==> config.mk <==
export PLATFORM = sky130hd
export DESIGN_NAME = nibble_serial_cla_adder
export DESIGN_NICKNAME = d
export VERILOG_FILES = /design/src/rtl/nscla_pkg.sv /design/src/rtl/cla4_slice.sv /design/src/rtl/nibble_serial_cla_adder.sv
export SDC_FILE = /design/constraint.sdc
export NUM_CORES = 1
export LEC_CHECK = 0
export CAP_MARGIN = 0
export CORE_UTILIZATION = 42
export DETAILED_ROUTE_END_ITERATION = 10
export PLACE_DENSITY = 0.66
export SYNTH_ARGS = -nofsm -noshare
export SYNTH_HDL_FRONTEND = slang
export SYNTH_SLANG_ARGS = --single-unit
==> constraint.sdc <==
create_clock -name clk -period 5.9 [get_ports clk]
set_input_delay 1.475 -clock clk [delete_from_list [all_inputs] [get_ports clk]]
set_output_delay 1.475 -clock clk [all_outputs]
set_load 0.05 [all_outputs]
==> src/rtl/nscla_pkg.sv <==
// Shared definitions for the nibble-serial carry-lookahead adder.
package nscla_pkg;

  localparam int NIBBLE_W = 4;

  typedef enum logic [1:0] {
    IDLE = 2'd0,
    RUN  = 2'd1,
    FIN  = 2'd2
  } nscla_state_t;

  // Width of the nibble index register; never narrower than one bit.
  function automatic int idx_w(input int nibbles);
    return (nibbles > 1) ? $clog2(nibbles) : 1;
  endfunction

endpackage

==> src/rtl/cla4_slice.sv <==
// 4-bit carry-lookahead slice: generate/propagate with flattened carry terms.
// c3 is exported so the top can form signed overflow as c3 ^ c4.
module cla4_slice
  import nscla_pkg::*;
(
  input  logic [NIBBLE_W-1:0] x,
  input  logic [NIBBLE_W-1:0] y,
  input  logic                ci,
  output logic [NIBBLE_W-1:0] s,
  output logic                c3,
  output logic                c4
);

  logic [NIBBLE_W-1:0] g, p;
  logic                c1, c2;

  // Lookahead carries expanded to two-level sum-of-products
  always_comb begin
    g  = x & y;
    p  = x ^ y;
    c1 = g[0] | (p[0] & ci);
    c2 = g[1] | (p[1] & g[0]) | (p[1] & p[0] & ci);
    c3 = g[2] | (p[2] & g[1]) | (p[2] & p[1] & g[0]) | (p[2] & p[1] & p[0] & ci);
    c4 = g[3] | (p[3] & g[2]) | (p[3] & p[2] & g[1]) | (p[3] & p[2] & p[1] & g[0])
       | (p[3] & p[2] & p[1] & p[0] & ci);
    s  = p ^ {c3, c2, c1, ci};
  end

endmodule

==> src/rtl/nibble_serial_cla_adder.sv <==
// Multi-cycle W-bit adder: one 4-bit lookahead nibble per clock, carry
// registered between nibbles, start/busy/done handshake.
// Optional macro NSCLA_OVF_EN adds a registered signed-overflow output Ovf.
module nibble_serial_cla_adder
  import nscla_pkg::*;
#(
  parameter  int NIBBLES = 4,
  localparam int W       = NIBBLE_W * NIBBLES
) (
  input  logic         clk,
  input  logic         rst,
  input  logic         start,
  input  logic [W-1:0] A,
  input  logic [W-1:0] B,
  input  logic         Cin,
  output logic         busy,
  output logic         done,
  output logic [W-1:0] Sum,
  output logic         Cout
`ifdef NSCLA_OVF_EN
  ,
  output logic         Ovf
`endif
);

  localparam int            IW   = idx_w(NIBBLES);
  localparam logic [IW-1:0] LAST = IW'(NIBBLES - 1);

  nscla_state_t state, state_nx;

  logic [NIBBLES-1:0][NIBBLE_W-1:0] a_r, b_r, part_r, merged;
  logic                             carry_r;
  logic [IW-1:0]                    idx;
  logic [NIBBLE_W-1:0]              s;
  logic                             c3, c4;
  logic                             accept, last;

  assign busy   = (state == RUN);
  assign done   = (state == FIN);
  // FIN accepts a new request too, giving back-to-back operation.
  assign accept = start && (state != RUN);
  assign last   = (state == RUN) && (idx == LAST);

  cla4_slice u_slice (
    .x (a_r[idx]),
    .y (b_r[idx]),
    .ci(carry_r),
    .s (s),
    .c3(c3),
    .c4(c4)
  );

  // Partial sum with the current slice result dropped into nibble idx
  always_comb begin
    merged      = part_r;
    merged[idx] = s;
  end

  // State register
  always_ff @(posedge clk or posedge rst) begin
    if (rst) state <= IDLE;
    else     state <= state_nx;
  end

  // Next-state logic
  always_comb begin
    state_nx = state;
    case (state)
      IDLE:    if (start) state_nx = RUN;
      RUN:     if (last)  state_nx = FIN;
      FIN:     state_nx = start ? RUN : IDLE;
      default: state_nx = IDLE;
    endcase
  end

  // Operand capture, nibble stepping and atomic result load on the last nibble
  always_ff @(posedge clk or posedge rst) begin
    if (rst) begin
      a_r     <= '0;
      b_r     <= '0;
      part_r  <= '0;
      carry_r <= 1'b0;
      idx     <= '0;
      Sum     <= '0;
      Cout    <= 1'b0;
`ifdef NSCLA_OVF_EN
      Ovf     <= 1'b0;
`endif
    end else if (accept) begin
      a_r     <= A;
      b_r     <= B;
      carry_r <= Cin;
      idx     <= '0;
      part_r  <= '0;
    end else if (state == RUN) begin
      part_r  <= merged;
      carry_r <= c4;
      idx     <= idx + 1'b1;
      if (last) begin
        Sum  <= merged;
        Cout <= c4;
`ifdef NSCLA_OVF_EN
        Ovf  <= c3 ^ c4;
`endif
      end
    end
  end

endmodule

==> results of run 1 <==
==> where the power goes <==
group	total (W)	internal, W	switching, W
registers	0.000797	0.000659	0.000138
logic	0.00137	0.000547	0.000819
clock network	0.000390	0.000227	0.000163
==> area by class of cell <==
class	count	area share
clock buffer	13	0.04419
clock inverter	2	0.009165
inverter	6	0.005892
multi-input combinational	215	0.3339
sequential	66	0.4321
tap	96	0.03142
timing repair buffer	55	0.1434
==> cells by family (layout without fill, tap and decap cells) <==
kind of cell	count (synthesis)	count (layout)	share of synthesized area
xor gates and xnor gates	2	2	0.008239
adders and majority gates	9	9	0.03954
AOI/OAI and AO/OA	48	48	0.1038
buffers and inverters	23	76	0.03624
and+or+nand+nor	144	144	0.1960
DFF	66	66	0.5437
muxes	12	12	0.07249
==> path summary, 6_finish.rpt <==
check / start / to / slack (ns) / depth (start not counted)
hold reg to reg: b_r[10] / b_r[10] / 0.48 / 2
hold / removal: b_r[10] / b_r[10] / 0.48 / 2
min in group asynchronous: rst / Sum[9] / 1.70 / 3
setup / recovery: state[1] / busy / 2.35 / 3
max in group asynchronous: rst / idx[1] / 3.68 / 3
setup reg to reg: idx[0] / Sum[1] / 3.05 / 6
==> state kept, by name, indices dropped and copies added, names as in the netlist <==
register / cells
state: 2
a_r: 16
Sum: 16
Cout: 1
b_r: 16
idx: 2
carry_r: 1
part_r: 12
==> metrics by stage <==
stage | cell area, sq um | hold WS [ns]
after global routing | 3822 | 0.4987
after detailed placement | 3618 | 0.4610
after floorplan | 3038 | 0.4398
after CTS | 3822 | 0.4776
after global placement | 3618 | 0.4547
final | 3822 | 0.4757
==> synthesized netlist by cell type, drive strengths merged (2+ instances only) <==
cell type | instances | area share
clkbuf | 7 | 0.0087
o21bai | 2 | 0.0074
xnor2 | 2 | 0.0082
dfrtp | 66 | 0.54
nor2b | 4 | 0.0082
a21oi | 7 | 0.012
o21ai | 23 | 0.038
buf | 10 | 0.020
o2bb2ai | 3 | 0.0087
a22o | 3 | 0.0087
nor3b | 3 | 0.0074
ha | 8 | 0.033
nand2 | 124 | 0.15
a31oi | 3 | 0.0062
nor2 | 5 | 0.0086
inv | 6 | 0.0074
a32o | 3 | 0.0099
mux2i | 4 | 0.013
nand3 | 4 | 0.0066
mux4 | 8 | 0.059
==> layer usage <==
layer / up-vias / GRT usage / routed length [microns]
li1: 1108 / - / -
met1: 1040 / 0.2430 / 2824
met2: 60 / 0.2906 / 2735
met3: 13 / 0.04360 / 269
met4: 0 / 0.07879 / 118
met5: - / 0 / 0
==> layout by cell type, fill, tap and decap left out, drive strengths merged, types with 2 or more instances in the layout <==
cell type | Yosys | final
mux2i | 4 | 4
xnor2 | 2 | 2
o2bb2ai | 3 | 3
clkdlybuf4s50 | 0 | 54
a32o | 3 | 3
inv | 6 | 6
o21bai | 2 | 2
ha | 8 | 8
nor2b | 4 | 4
a22o | 3 | 3
clkbuf | 7 | 13
a31oi | 3 | 3
o21ai | 23 | 23
dfrtp | 66 | 66
nor3b | 3 | 3
nand3 | 4 | 4
mux4 | 8 | 8
a21oi | 7 | 7
nand2 | 124 | 124
nor2 | 5 | 5
==> worst min-delay path, cell delays in order (launching register included) <==
cell     delay [ns]
dfrtp_1        0.34
nand2_1        0.05
nand2_1        0.05
==> metrics.txt, run 1 <==
status complete, no violations; min cycle time layout 3.554 ns; # fillers 659; Inserted Diodes 0; register area share after synthesis 0.5437; maximum VDD drop 0.2211 mV; CP bufs+invs 2; pre-CTS setup slack 2.554 ns; first-pass GRT wire length 10.54 mm; CTS clk-pin slew, worst paths 0.07 ns; total track usage 0.1840; CP peak stage delay 0.88 ns; number of global-route vias before repair 2268; Post-CTS Setup Bufs 0; net count reported at finish 398; Net Count, Synth 349; DIE WIDTH 87.05 microns; CTS tree done; level count of the clock H-tree 3; Startpoint Class flop; ys flop type dfrtp_1; final period utilization 0.6023; CP Class reg2out; DIE AREA 7577 sq um; initial DRC count 87; CP Cell Sequence nand2b_2, inv_2, clkdlybuf4s50_1; placed cells 438; P&R area growth vs syn 25.82%; hold crit path type reg2reg; Syn Std Cell Area 3038 sq um; share of layout cells above drive strength 1 0.09244; Synth warnings 0; Fin. Hold Viols 0; slowest CP cell clkdlybuf4s50_1; remaining global-route overflow 0; Starting Density 0.4399; via count 2221; Worst Max-Slew Pin Slew 1.127 ns; Die Ht 87.05 microns; Final Instance Count excl. Fillers 453; Final ANT Viol Nets 0; multi-input logic area 1276 sq um; clk sink count 66; Avg WL per Cell 13.13 microns; Root Driver clkbuf_8; final setup skew 0.008252 ns; Worst Setup End Kind output port; cts hold-fix bufs 0; DRC 0; clock buffer depth 2; Peak Freq 281.4 MHz; Port Buf Inserts 54; clk_lat worst skew 0.34 ns; Worst Path Required 4.43 ns; CP Max Fanout 14; cts repair resizes 0; Syn Inst Count 304; placed wire-length estimate 4.109 mm; Pwr Total 0.002553 W; setup TNS 0 ns; drt total wl 5.947 mm; Storage cell area 1652 sq um; RSZ-0062 raised after global routing no; TritonCTS buffer count 9; #FFs+latches synth 66; router iterations before antenna repair 4; worst setup margin 2.346 ns; vias per std cell 4.903; io pins 55; initial antenna violation count 0; Placer Congestion 0.7900; Slew Viols, Final 0; largest net degree at the start of global routing 67; ys async rst share 1.000; Final Util 0.5534; Max Cap Viol 0; Top Family by Delay on Critical Path buffers and inverters; row count 30; syn avg cell area 9.993 sq um; number of synthesized flops with an enable pin 0; Final setup viols 0; Synth cell types 35; Lkg Pwr 1.785 nW; Core Area 6907 sq um; data arrival time of the worst path 2.08 ns; Pwr Density 667.8 nW/um^2; Slew HR 0.2466
No activity file was read; power rests on OpenSTA's default activity.
==> run 2, diff against run 1 <==
--- a/config.mk
+++ b/config.mk
@@ -8,7 +8,7 @@
 export CAP_MARGIN = 0
 export CORE_UTILIZATION = 42
 export DETAILED_ROUTE_END_ITERATION = 10
-export PLACE_DENSITY = 0.66
+export PLACE_DENSITY = 0.69
 export SYNTH_ARGS = -nofsm -noshare
 export SYNTH_HDL_FRONTEND = slang
 export SYNTH_SLANG_ARGS = --single-unit
==> constraint.sdc (replaced) <==
create_clock -name clk -period 3.2 [get_ports clk]
set_input_delay 0.8 -clock clk [delete_from_list [all_inputs] [get_ports clk]]
set_output_delay 0.8 -clock clk [all_outputs]
set_load 0.05 [all_outputs]
==> metrics.txt, run 2 (synthesized netlist as in run 1, its figures left out) <==
Avg WL per Cell 13.18 microns; Top Family by Delay on Critical Path buffers and inverters; Startpoint Class flop; Slew HR 0.5816; Lkg Pwr 1.799 nW; io pins 55; Largest regs Sum: 16 flops, a_r: 16 flops, b_r: 16 flops; maximum VDD drop 0.4292 mV; most common cell after layout, fill and taps aside nand2_1; Placer Congestion 0.7845; remaining global-route overflow 0; P&R area growth vs syn 26.61%; slowest CP cell clkdlybuf4s50_1; setup TNS 0 ns; Peak Freq 351.1 MHz; Inserted Diodes 0; CTS tree done; Slew Viols, Final 0; clk sink count 66; clock buffer depth 2; pre-CTS setup slack 0.6614 ns; capturing point of the worst reg2reg path Sum[5]; share of layout cells above drive strength 1 0.09972; CTS clk-pin slew, worst paths 0.07 ns; Max Cap Viol 0; vias per std cell 4.869; Worst Path Required 2.40 ns; placed cells 442; Levels on crit path 3; clk_lat worst skew 0.34 ns; router iterations before antenna repair 4; CP peak stage delay 0.86 ns; CP Max Fanout 14; # fillers 659; Final setup viols 0; hold path startpoint a_r[15]; cts hold-fix bufs 0; WHS Path Cells 2; level count of the clock H-tree 3; via count 2225; RSZ-0062 raised after global routing no; Fin. Hold Viols 0; worst setup margin 0.3520 ns; first-pass GRT wire length 10.43 mm; largest net degree at the start of global routing 39; data arrival time of the worst path 2.05 ns; Hold Path Sink a_r[15]; drt total wl 6.021 mm; Root Driver clkbuf_8; initial DRC count 77; TritonCTS buffer count 9; CP Cell Sequence nand2b_2, inv_2, clkdlybuf4s50_1; min cycle time layout 2.848 ns; Final ANT Viol Nets 0; r2r setup slk 0.69 ns; final setup skew 0.007405 ns; Starting Density 0.4399; final period utilization 0.8900; status complete, no violations; R2R cell count 6; Post-CTS Setup Bufs 0; DRC 0; Worst Setup End Kind output port; number of global-route vias before repair 2239; Core Area 6907 sq um; Port Buf Inserts 54; placed wire-length estimate 4.264 mm; DIE AREA 7577 sq um; Pwr Density 1226 nW/um^2; total track usage 0.1816; Die Ht 87.05 microns; Final Instance Count excl. Fillers 457; initial antenna violation count 0; cts repair resizes 0; Worst Max-Slew Pin Slew 0.6232 ns; DIE WIDTH 87.05 microns; net count reported at finish 402; CP bufs+invs 2; CP Class reg2out; commonest non-fill, non-tap cells in the layout nand2_1, dfrtp_1, clkdlybuf4s50_1; row count 30; hold crit path type reg2reg; RR Startpoint idx[0]
run 2: changes by cell type in the layout (fill, tap and decap cells not counted), sizes merged:
cell and delta:
clkbuf -1, buf +4, clkinv +1
run 2: power by group:
group	internal, W	switching [W]
sequential	0.00122	0.000234
clock	0.000375	0.000297
combinational	0.00104	0.00155
total	0.00263	0.00209
run 2: area by class of cell:
type | instances | area (sq um) | area share
multi-input cells | 215 | 1276 | 0.3318
clock buffers | 12 | 145.1 | 0.03774
clock inverters | 3 | 40.04 | 0.01041
repair buffers | 59 | 590.6 | 0.1535
flip-flops and latches | 66 | 1652 | 0.4294
inverters | 6 | 22.52 | 0.005856
well taps | 96 | 120.1 | 0.03123
run 2: worst reg2reg max path, stage by stage, from the launching register on:
cell and delay (ns):
dfrtp_1 0.54, mux4_2 0.59, fa_1 0.43, xnor2_1 0.54, nand2_1 0.10, o21ai_0 0.08
o21ai_0 0.09
run 2: worst max-delay path by stage:
stage / startpoint / slack [ns] / to
4_1_cts: state[1] / 0.34 / busy
6_report: state[1] / 0.35 / busy
2_1_floorplan: rst / 0.75 / Cout
5_1_grt: state[1] / 0.28 / busy
3_5_place_dp: idx[0] / 0.66 / Sum[5]
3_3_place_gp: idx[0] / 0.72 / Sum[5]
run 2: layer usage:
metal | track usage | vias to the layer above | part of all wire
li1 | - | 1108 | -
met1 | 0.2386 | 1048 | 0.47
met2 | 0.2885 | 60 | 0.47
met3 | 0.05213 | 9 | 0.045
met4 | 0.06364 | 0 | 0.018
met5 | 0 | - | 0
run 2: stage by stage:
| step | total power [W] | hold slack [ns] | cell area (sq um) | utilization |
|---|---|---|---|---|
| after global placement | 0.003982 | 0.4538 | 3661 | 0.5301 |
| after detailed placement | 0.004065 | 0.4573 | 3661 | 0.5301 |
| after CTS | 0.004764 | 0.4744 | 3846 | 0.5569 |
| final | 0.004714 | 0.4703 | 3846 | 0.5569 |
| after floorplan | 0.003390 | 0.4398 | 3038 | - |
| after global routing | 0.005077 | 0.4893 | 3846 | 0.5569 |
==> variant 1, RTL diff (settings of run 2) <==
Encoding of `nscla_state_t`: now one-hot (3 bits for 3 states).
--- a/src/rtl/nscla_pkg.sv
+++ b/src/rtl/nscla_pkg.sv
@@ -4,8 +4,8 @@
   localparam int NIBBLE_W = 4;
 
-  typedef enum logic [1:0] {
-    IDLE = 2'd0,
-    RUN  = 2'd1,
-    FIN  = 2'd2
+  typedef enum logic [2:0] {
+    IDLE = 3'b001,
+    RUN  = 3'b010,
+    FIN  = 3'b100
   } nscla_state_t;
 
Behaviour: no difference found for any inputs over 10 cycles, from zero or initial values and one cycle with rst high; not proved beyond that.
==> variant 1 against run 2 <==
Total power is 33% lower. Register-to-register slack lost 0.26 ns. Final area up 2.3%. Worst setup slack worse by 0.21 ns. Sequential cell count is 1 higher. Routed wire length shrank 4.2%. Synthesized area increased by 4.7%. Sequential power fell by 19%. Highest routed layer unchanged.
==> variant 1: results (changes against run 2) <==
stage,metric,value,unit,change
route,wl_met2,2800,um,was 2830 um
place,placed_cell_area,3770,um2,was 3660 um2
global_route,grt_usage,17.2,%,was 18.2%
power,leakage,1.64,nW,was 1.80 nW
synth,yosys.area_share.adder,4.17,%,was 3.95%
hold_path,hp-class,reg2reg,,unchanged
timing,maxSlewHeadroom,61.8,%,was 58.2%
setup_path,cpPeakStageDelay,0.83,ns,was 0.86 ns
synth,syn_area_per_cell,13.1,um2,was 9.99 um2
layout,drive_gt1_share,24.3,%,was 9.97%
global_route,antenna_found_initial,0,,unchanged
place,post-place-cells,384,,was 442
setup_path,crit_family,buffers and inverters,,unchanged
global_route,grt_pass1_vias,2092,,was 2239
clock_tree,clk_latency,0.34,ns,about the same
place,globalplace.congestion,0.744,,was 0.785
synth,yosysSeqAreaShare,52.7,%,was 54.4%
place,post-dp-hpwl,4100,um,was 4260 um
clock_tree,root_buffer,clkbuf_8,,unchanged
synth,synth-xor-area-share,0.551,%,was 0.824%
route,viasPerCell,5.13,,was 4.87
synth,syn_nets,289,,was 349
route,wl_met3,217,um,was 270 um
run_status,status,"complete, no violations",,unchanged
layout,fill_cells,662,,was 659
synth,ys_warn_count,0,,unchanged
timing,skew,0.00982,ns,was 0.00740 ns
global_route,grt_max_degree,68,,was 39
setup_path,critical_path_arrival,2.26,ns,was 2.05 ns
route,firstDrtPassIters,4,,unchanged
global_route,grt_pass1_wl,10000,um,was 10400 um
synth,muxShareOfSynthArea,19.3,%,was 7.25%
route,wl,5770,um,was 6020 um
setup_path,path_max_fanout,11,,was 14
synth,synth.area.top_cells,"dfrtp_1 52%, mux2_2 11%, mux4_2 5.7%",,"was dfrtp_1 54%, nand2_1 15%, mux4_2 5.9%"
layout,finalNonFillerCells,400,,was 457
layout,final_nets,342,,was 402
synth,synth-compound-area-share,10.3,%,was 10.4%
synth,netlist_top_cells_count,"66 x dfrtp_1, 30 x mux2_2, 24 x nand2_1, 17 x o21ai_0, 9 x ha_1",,"was 124 x nand2_1, 66 x dfrtp_1, 22 x o21ai_0, 8 x ha_1, 8 x mux4_2"
synth,ys_types,44,,was 35
place,dp_slack,0.485,ns,was 0.661 ns
route,route.layer.met1.wl,2660,um,was 2810 um
power,vdd_drop_max,0.421,mV,was 0.429 mV
place,port_buffers,54,,unchanged
route,drtIter0Drc,95,,was 77
[variant 1: changes by cell type after synthesis, moves of 3 or more]
cell	before	now
o2bb2ai_1	3	0
o21ai_2	0	3
mux2_4	0	3
mux2_2	0	30
nor2_1	4	8
buf_2	7	3
nor2b_1	4	0
nand2_1	124	24
a221o_1	0	3
nor3b_1	3	6
o21ai_0	22	17
a22o_1	3	6
a31oi_1	3	0
[variant 1: cell families after synthesis]
family                     after synthesis
DFF                                     67
muxes                                   46
AOI/OAI and AO/OA                       47
and+or+nand+nor                         50
buffers and inverters                   21
adders and majority gates               10
xor gates and xnor gates                 2
[variant 1: per-stage QoR]
stage | hold slack [ns] | power [mW] | util [%]
3_5_place_dp | 0.469 | 2.56 | 51.6
2_1_floorplan | 0.458 | 2.24 | -
4_1_cts | 0.488 | 3.18 | 54.0
6_report | 0.484 | 3.15 | 54.0
3_3_place_gp | 0.462 | 2.53 | 51.6
5_1_grt | 0.503 | 3.37 | 54.0
[variant 1: layout make-up]
cell class | instances | area (um2) | area share (%)
clock buffer | 9 | 124 | 3.15
multi-input combinational | 155 | 1370 | 34.7
timing repair buffer | 57 | 576 | 14.6
inverter | 6 | 23.8 | 0.604
sequential | 67 | 1680 | 42.6
clock inverter | 7 | 45.0 | 1.14
tap | 99 | 124 | 3.15
[variant 1: where the power goes]
group          total [mW]  leakage [nW]  switching, mW  internal (mW)
logic                1.38         0.719          0.751          0.626
clock network       0.599        0.0887          0.322          0.277
registers            1.17         0.832          0.141           1.03
total                3.15          1.64           1.21           1.94
[variant 1: routing by layer]
layer	up-vias	track usage, %
met3	8	3.69
li1	988	-
met1	1007	22.0
met4	0	7.65
met5	-	0
met2	49	28.5
[variant 1: worst register-to-register path, delay by kind of cell (launching register included)]
family,cells,cell delay (ns)
AOI/OAI and AO/OA,3,0.61
xor gates and xnor gates,1,0.41
adders and majority gates,1,0.33
DFF,1,0.67
muxes,1,0.62
[variant 1: final timing paths]
kind,end,from,slack (ns)
max,busy,state[2]$_DFFE_PP0P_,0.14
min,Sum[12]$_DFFE_PP0P_,Sum[12]$_DFFE_PP0P_,0.48
max reg2reg,part_r[11]$_DFFE_PP0P_,idx[0]$_DFFE_PP0P_,0.43
min reg2reg,Sum[12]$_DFFE_PP0P_,Sum[12]$_DFFE_PP0P_,0.48
max in group asynchronous,Sum[6]$_DFFE_PP0P_,rst,2.07
min in group asynchronous,state[2]$_DFFE_PP0P_,rst,0.83
==> variant 2, RTL diff (config.mk and constraints of run 2) <==
Without the edit above. Set the parameter `NIBBLES` to 8 (it was 4).
--- a/src/rtl/nibble_serial_cla_adder.sv
+++ b/src/rtl/nibble_serial_cla_adder.sv
@@ -5,5 +5,5 @@
   import nscla_pkg::*;
 #(
-  parameter  int NIBBLES = 4,
+  parameter  int NIBBLES = 8,
   localparam int W       = NIBBLE_W * NIBBLES
 ) (
Ports: changed (resized A, B and Sum); port bits go from 55 to 103. The function was not compared with the original's and may differ.
==> variant 2 against run 2 <==
Sequential share of layout area is 0.72 points lower. Worst setup slack worse by 0.10 ns. Routed wire length is 150% higher. Total power is 120% higher. Final area is 110% higher. Count of clock-buffer cells in the layout is 12 higher. Sequential cell count is 69 higher. Synthesized area is 99% higher. Register-to-register slack worse by 0.44 ns. Largest cell class unchanged.
==> variant 2: results (changes against run 2) <==
stage,metric,value,unit,change
setup_path,cpMaxStageDelayCell,dfrtp_1,,was clkdlybuf4s50_1
timing,worst_pin_slew,0.851,ns,was 0.623 ns
layout,drive_gt1_share,22.3,%,was 9.97%
synth,ys_types,42,,was 35
global_route,grt_pass1_wl,24300,um,was 10400 um
synth,yosysSeqAreaShare,55.8,%,was 54.4%
global_route,grt_pass1_vias,4565,,was 2239
route,firstDrtPassIters,5,,was 4
synth,netlist_top_cells_count,"135 x dfrtp_1, 68 x mux2_2, 59 x nand2_1, 43 x o21ai_0, 30 x nor2_1",,"was 124 x nand2_1, 66 x dfrtp_1, 22 x o21ai_0, 8 x ha_1, 8 x mux4_2"
power,vdd_drop_max,0.838,mV,was 0.429 mV
global_route,grt_max_degree,65,,was 39
synth,synth.area.top_cells,"dfrtp_1 56%, mux2_2 13%, nand2_1 3.7%",,"was dfrtp_1 54%, nand2_1 15%, mux4_2 5.9%"
global_route,grt_usage,21.7,%,was 18.2%
setup_path,critical_path_arrival,3.27,ns,was 2.05 ns
route,wire_per_inst,18.0,um,was 13.2 um
place,post-dp-hpwl,10700,um,was 4260 um
clock_tree,cts_htree_levels,4,,was 3
setup_path,crit_family,compound AO/OA/AOI/OAI gates,,was buffers and inverters
clock_tree,clk_latency,0.42,ns,was 0.34 ns
power,internal_power,5.93,mW,was 2.63 mW
clock_tree,cts_buffers,17,,was 9
synth,syn_nets,595,,was 349
route,drtIter0Drc,366,,was 77
timing,skew,0.00965,ns,was 0.00740 ns
clock_tree,root_buffer,clkbuf_16,,was clkbuf_8
place,placed_cell_area,7390,um2,was 3660 um2
route,vias,4650,,was 2225
setup_path,cpPeakStageDelay,0.40,ns,was 0.86 ns
run_status,status,"complete, no violations",,unchanged
place,globalplace.congestion,0.916,,was 0.785
place,dp_slack,0.142,ns,was 0.661 ns
variant 2: area by class of cell:
type                    count  area (um2)
well taps                 180         225
flip-flops and latches    135        3380
clock inverters             7        92.6
multi-input cells         345        2490
fillers                  1179        5980
repair buffers            131        1290
inverters                   5        22.5
clock buffers              24         502
variant 2: per-layer routing:
metal | wire [um] | vias to the layer above | share of wire, % | track usage [%]
li1 | - | 2125 | - | -
met1 | 6750 | 2322 | 45 | 29.6
met2 | 7030 | 168 | 47 | 33.0
met3 | 723 | 35 | 4.8 | 4.59
met4 | 408 | 0 | 2.7 | 10.3
met5 | 0 | - | 0 | 0
variant 2: power by group through the flow:
stage / Clock [mW] / Sequential [mW] / Combinational, mW
6_report: 1.95 / 3.00 / 5.38
5_1_grt: 2.05 / 3.10 / 5.84
4_1_cts: 1.97 / 3.00 / 5.29
3_5_place_dp: 0 / 3.03 / 5.24
3_3_place_gp: 0 / 3.02 / 5.16
2_1_floorplan: 0 / 3.48 / 3.08
variant 2: logic make-up (layout without fill, tap and decap cells):
logic type                 after synthesis  after routing  synth area share [%]
and+or+nand+nor                        129            129                  10.0
AOI/OAI and AO/OA                      127            127                  13.5
buffers and inverters                   40            167                  3.33
adders and majority gates                7              7                  1.57
xor gates and xnor gates                 1              1                 0.145
muxes                                   81             81                  15.6
DFF                                    135            135                  55.8
variant 2: worst paths after layout:
path | start | to | slack (ns) | depth (start not counted)
hold reg to reg | part_r[4]$_DFFE_PP0P_ | part_r[4]$_DFFE_PP0P_ | 0.48 | 2
setup reg to reg | idx[2]$_DFFE_PP0P_ | Sum[27]$_DFFE_PP0P_ | 0.25 | 9
hold / removal | part_r[4]$_DFFE_PP0P_ | part_r[4]$_DFFE_PP0P_ | 0.48 | 2
max in group asynchronous | rst | b_r[19]$_DFFE_PP0P_ | 1.63 | 3
min in group asynchronous | rst | Cout$_DFFE_PP0P_ | 0.89 | 2
setup / recovery | idx[2]$_DFFE_PP0P_ | Sum[27]$_DFFE_PP0P_ | 0.25 | 9
variant 2: tightest hold or removal path, stage by stage (launching register included):
cell and delay (ns):
dfrtp_1 0.34, nand2_1 0.04, o21ai_0 0.06
variant 2: per-stage QoR:
stage	util (%)	cells
after floorplan	-	520
after detailed placement	52.8	796
final	57.2	827
after global placement	52.8	796
after CTS	57.1	827
after global routing	57.2	827
variant 2: timing repair:
action | in CTS | in global routing
resized for setup | 0 | 5
setup endpoints to repair | 0 | 16
hold buffers | 0 | 0
